==> config.mk <==
export PLATFORM = sky130hd
export DESIGN_NAME = dmem_lsu
export DESIGN_NICKNAME = d
export VERILOG_FILES = /design/src/rtl/dmem_lsu.sv
export SDC_FILE = /design/constraint.sdc
export NUM_CORES = 1
export LEC_CHECK = 0
export ABC_AREA = 1
export CORE_MARGIN = 4
export CORE_UTILIZATION = 47
export DETAILED_ROUTE_END_ITERATION = 16
export MAX_ROUTING_LAYER = met4
export PLACE_DENSITY = 0.86
export SETUP_SLACK_MARGIN = 0.15
export SYNTH_ARGS = -nofsm -noshare
export SYNTH_HDL_FRONTEND = slang
export SYNTH_SLANG_ARGS = --single-unit
==> constraint.sdc <==
create_clock -name clk -period 1.9 [get_ports clk]
set_input_delay 0.57 -clock clk [delete_from_list [all_inputs] [get_ports clk]]
set_output_delay 0.57 -clock clk [all_outputs]
set_load 0.01 [all_outputs]
==> src/rtl/dmem_lsu.sv <==
`default_nettype none
// ============================================================================
// Module   : dmem_lsu
// Brief    : Load/store unit between a CPU port and a word-wide data memory.
//            Sub-word stores use a read-modify-write cycle.
// Revision : 1.0
// ============================================================================
module dmem_lsu #(
    parameter int DEPTH = 64
) (
    input  logic        clk,
    input  logic        reset,
    input  logic        req,
    input  logic        we,
    input  logic [1:0]  size,
    input  logic        sext,
    input  logic [31:0] adr,
    input  logic [31:0] wd,
    output logic [31:0] rd,
    output logic        ack,
    output logic        err,
    output logic        busy,
    output logic        mem_we,
    output logic [31:0] mem_adr,
    output logic [31:0] mem_wd,
    input  logic [31:0] mem_rd
);

    typedef enum logic [1:0] {
        IDLE = 2'd0,
        RD   = 2'd1,
        WR   = 2'd2,
        DONE = 2'd3
    } state_t;

    localparam logic [31:0] c_depth = 32'(DEPTH);

    state_t      r_state;
    state_t      w_next;
    logic [31:0] r_adr;
    logic [1:0]  r_size;
    logic        r_we;
    logic        r_sext;
    logic [31:0] r_wd;
    logic [31:0] r_buf;
    logic [31:0] r_rd;
    logic        r_err;

    logic        w_req_err;
    logic [7:0]  w_byte;
    logic [15:0] w_half;
    logic [31:0] w_load;
    logic [31:0] w_merge;

    // Alignment and range check, evaluated on the live request at acceptance.
    always_comb begin
        w_req_err = 1'b0;
        case (size)
            2'b00:   w_req_err = 1'b0;
            2'b01:   w_req_err = adr[0];
            2'b10:   w_req_err = |adr[1:0];
            default: w_req_err = 1'b1;
        endcase
        if ({2'b00, adr[31:2]} >= c_depth) begin
            w_req_err = 1'b1;
        end
    end

    always_comb begin
        w_next = r_state;
        case (r_state)
            IDLE: begin
                if (req) begin
                    if (w_req_err) begin
                        w_next = DONE;
                    end else if (we && (size == 2'b10)) begin
                        w_next = WR;
                    end else begin
                        w_next = RD;
                    end
                end
            end
            RD:      w_next = r_we ? WR : DONE;
            WR:      w_next = DONE;
            DONE:    w_next = IDLE;
            default: w_next = IDLE;
        endcase
    end

    always_comb begin
        w_byte = mem_rd[7:0];
        case (r_adr[1:0])
            2'd0:    w_byte = mem_rd[7:0];
            2'd1:    w_byte = mem_rd[15:8];
            2'd2:    w_byte = mem_rd[23:16];
            default: w_byte = mem_rd[31:24];
        endcase
        w_half = r_adr[1] ? mem_rd[31:16] : mem_rd[15:0];
        case (r_size)
            2'b00:   w_load = {{24{r_sext & w_byte[7]}}, w_byte};
            2'b01:   w_load = {{16{r_sext & w_half[15]}}, w_half};
            default: w_load = mem_rd;
        endcase
    end

    // Lanes not selected by the store keep the word read during RD.
    always_comb begin
        w_merge = r_buf;
        case (r_size)
            2'b00: begin
                case (r_adr[1:0])
                    2'd0:    w_merge[7:0]   = r_wd[7:0];
                    2'd1:    w_merge[15:8]  = r_wd[7:0];
                    2'd2:    w_merge[23:16] = r_wd[7:0];
                    default: w_merge[31:24] = r_wd[7:0];
                endcase
            end
            2'b01: begin
                if (r_adr[1]) begin
                    w_merge[31:16] = r_wd[15:0];
                end else begin
                    w_merge[15:0] = r_wd[15:0];
                end
            end
            default: w_merge = r_wd;
        endcase
    end

    always_ff @(posedge clk) begin
        if (reset) begin
            r_state <= IDLE;
            r_adr   <= 32'h0;
            r_size  <= 2'b00;
            r_we    <= 1'b0;
            r_sext  <= 1'b0;
            r_wd    <= 32'h0;
            r_buf   <= 32'h0;
            r_rd    <= 32'h0;
            r_err   <= 1'b0;
        end else begin
            r_state <= w_next;
            if ((r_state == IDLE) && req) begin
                r_adr  <= adr;
                r_size <= size;
                r_we   <= we;
                r_sext <= sext;
                r_wd   <= wd;
                r_err  <= w_req_err;
            end
            if (r_state == RD) begin
                r_buf <= mem_rd;
                if (!r_we) begin
                    r_rd <= w_load;
                end
            end
        end
    end

    assign rd      = r_rd;
    assign ack     = (r_state == DONE);
    assign err     = (r_state == DONE) && r_err;
    assign busy    = (r_state != IDLE);
    // Gated by reset so an access aborted in WR never reaches the memory.
    assign mem_we  = (r_state == WR) && !reset;
    assign mem_adr = (r_state == IDLE) ? 32'h0 : {r_adr[31:2], 2'b00};
    assign mem_wd  = w_merge;

endmodule
`default_nettype wire

==> run metrics <==
Clock Tree Buf Depth 2; worst setup path end mem_wd[21]; failing checks negative setup slack; cells along the critical path buf_8, buf_4, nand2_2, a21oi_1, o21ai_0, o2111ai_2, buf_2; reg-to-reg endpoint r_adr[21]; part of the Yosys area used for sequential elements 41.1%; CP Buf/Inv Count 3; core footprint 0.0135 sq mm; Area Growth Syn to Fin 71.1%; final wirelength 31400 microns; total CTS buffers 17; initial antenna violation count 0; EDFF count, synth 0; placed wire-length estimate 17600 microns; die extent in x 126 microns; unrepaired setup endpoints after global routing yes; CP Capture Type output port; worst reg2reg path depth 9; status finished with violations; R2R Setup Slk -0.07 ns; Rows 42; power density over cell area 1360 mW/mm^2; max cap viols 0; Min-Delay Path Class flip-flop to flip-flop; number of antenna diodes 0; critical path type flip-flop to output port; crit path from r_adr[1]; max incr delay on CP 0.38 ns; skew final 0.0116 ns; WP data required 1.33 ns; met2 usage 53.6%; top cells by area, synth dfxtp_1, o21ai_0, a21oi_1; commonest non-fill, non-tap cell in the layout dfxtp_1; largest net degree at the start of global routing 66; Final Critical Period 2.34 ns; CTS tree built; drt drc 0; TritonCTS Sinks 135; Max FO, Critical Path 6; Netlist cell types 35; FF+latch area 0.00272 sq mm; Max Slew Vio Count 0; final worst slack -0.438 ns; final core utilization 83.7%; final setup TNS -17.68 ns; met1 GRT Util 37.5%; global-route wire length before repair 39900 microns; 1st-iter DRT viols 1157; IO Pins 203; Post-Synthesis Cells 951; number of global-route vias before repair 7667; biggest area consumer among synthesized cells dfxtp_1; cell family with most CP delay buffers and inverters; fmax 0.428 GHz; startpoint type of the worst setup path flip-flop; Slowest cell on crit path dfxtp_4; Die Footprint 0.0160 sq mm; area of the multi-input gates 0.00389 sq mm; Routed Antenna Nets 0; root buffer cell clkbuf_16; arrival time at the worst endpoint 1.77 ns; Crit path depth 7; post-synth top area share 41.1%; Reg2Reg Launch Point r_state[0]; final setup violation count 67; clock-pin slew on the worst setup and hold paths 0.06 ns; total number of vias 8602; Period Utilization, post-route 123%; routed wire length per instance 21.9 microns; nets 1347; DIE HEIGHT 126 microns; worst-case vdd ir drop 0.843 mV; gr usage total 32.3%; first-pass iteration count of the detailed router 6; #FFs+latches synth 135; vias per cell 6.02; most used routing layer met2; layout cells sized above 1 31.5%; Async SR Flop Fraction 0%; synthesized area per cell 6.92 sq um; # hold bufs at CTS 0; main flop type after synthesis dfxtp_1; Leak 4.93 nW; Hold Vio Cnt, Final 0; synth warn 0; htree depth 4; most frequent cells in the layout dfxtp_1, nor2_1, a21oi_1; setup slack after placement -0.396 ns; initial core utilization 48.9%; remaining global-route overflow 0; Buffers on Ports 200; post-synthesis cell area 0.00658 sq mm; Worst-Skew Late Latency 0.44 ns; met3 GRT Util 8.32%; GP Congestion 1.00; Fillers 742
-- per-stage QoR --
stage | area [sq um] | total power, W | hold slack, ns | std cells
after floorplan | 6600 | 0.00669 | 0.429 | 952
after global placement | 9270 | 0.00933 | 0.438 | 1344
after detailed placement | 9270 | 0.00942 | 0.443 | 1344
after CTS | 10400 | 0.0138 | 0.454 | 1407
after global routing | 11300 | 0.0158 | 0.481 | 1429
final | 11300 | 0.0153 | 0.459 | 1429
-- kinds of logic (layout without fill, tap and decap cells) --
group | after synthesis | after routing | synth area share, %
DFF | 135 | 135 | 41.1
other | 1 | 2 | 0.0570
and+or+nand+nor | 318 | 318 | 20.5
buffers and inverters | 175 | 476 | 11.2
AOI/OAI and AO/OA | 318 | 318 | 26.4
adders and majority gates | 4 | 4 | 0.761
-- worst min path at each step --
stage,from,to,cells after the start
floorplan,r_we,r_we,2
global placement,r_adr[15],r_adr[15],2
detailed placement,r_adr[15],r_adr[15],2
CTS,r_adr[30],r_adr[30],2
global route,rd[0],rd[0],2
finish,rd[0],rd[0],2
-- flip-flops by register name, indices dropped and copies added (netlist names) --
name,count
r_adr,32
r_buf,32
r_err,1
r_sext,1
r_size,2
r_state,2
r_wd,32
r_we,1
rd,32
-- timing repair --
action,in CTS,in global routing
endpoints found under the setup margin,98,85
cloned,4,6
pin swaps,34,47
resized for setup,445,191
buffers inserted,27,16
-- worst register-to-register path, cell delays in order (launching register included) --
cell	delay, ns
dfxtp_2	0.33
inv_2	0.09
ha_4	0.28
buf_16	0.17
buf_6	0.11
buf_6	0.11
nand2_8	0.12
buf_16	0.21
o21ai_0	0.33
a21oi_1	0.09
-- layer usage --
layer | wire length, microns | share of wire [%] | vias up
met5 | 0 | 0 | -
met4 | 2140 | 6.8 | 0
met3 | 3520 | 11 | 201
met2 | 14700 | 47 | 692
met1 | 11000 | 35 | 3985
li1 | - | - | 3724
-- cells in the mapped netlist (2+ instances only) --
library cell  count
inv_1           100
nand4_1           3
a21oi_1         124
buf_4             6
ha_1              4
nand2_1         114
nand2_2           3
o21ai_1           7
dfxtp_1         135
nor2_8            2
o2111ai_1         7
a21oi_2           5
o21ai_0         139
nor2_2            2
o211ai_1         12
or2_2             4
nand3_1          29
buf_2            14
a22oi_1           3
a31oi_2           3
nand3_2           4
a31oi_1          10
buf_6             5
clkbuf_1         42
nor2_1          152
inv_2             7
o221ai_1          7
-- report_power, final --
part | internal [W] | total [W] | switching (W)
registers | 0.00353 | 0.00404 | 0.000502
logic | 0.00347 | 0.00764 | 0.00417
clock network | 0.00233 | 0.00363 | 0.00130
-- area by class of cell --
cell class | instances | area share (%)
clock inverter | 8 | 1.27
inverter | 107 | 3.86
clock buffer | 24 | 4.37
timing repair buffer | 337 | 29.9
tap | 176 | 1.96
sequential | 135 | 24.1
multi-input combinational | 642 | 34.5
Power figures use the tool's default switching activity.
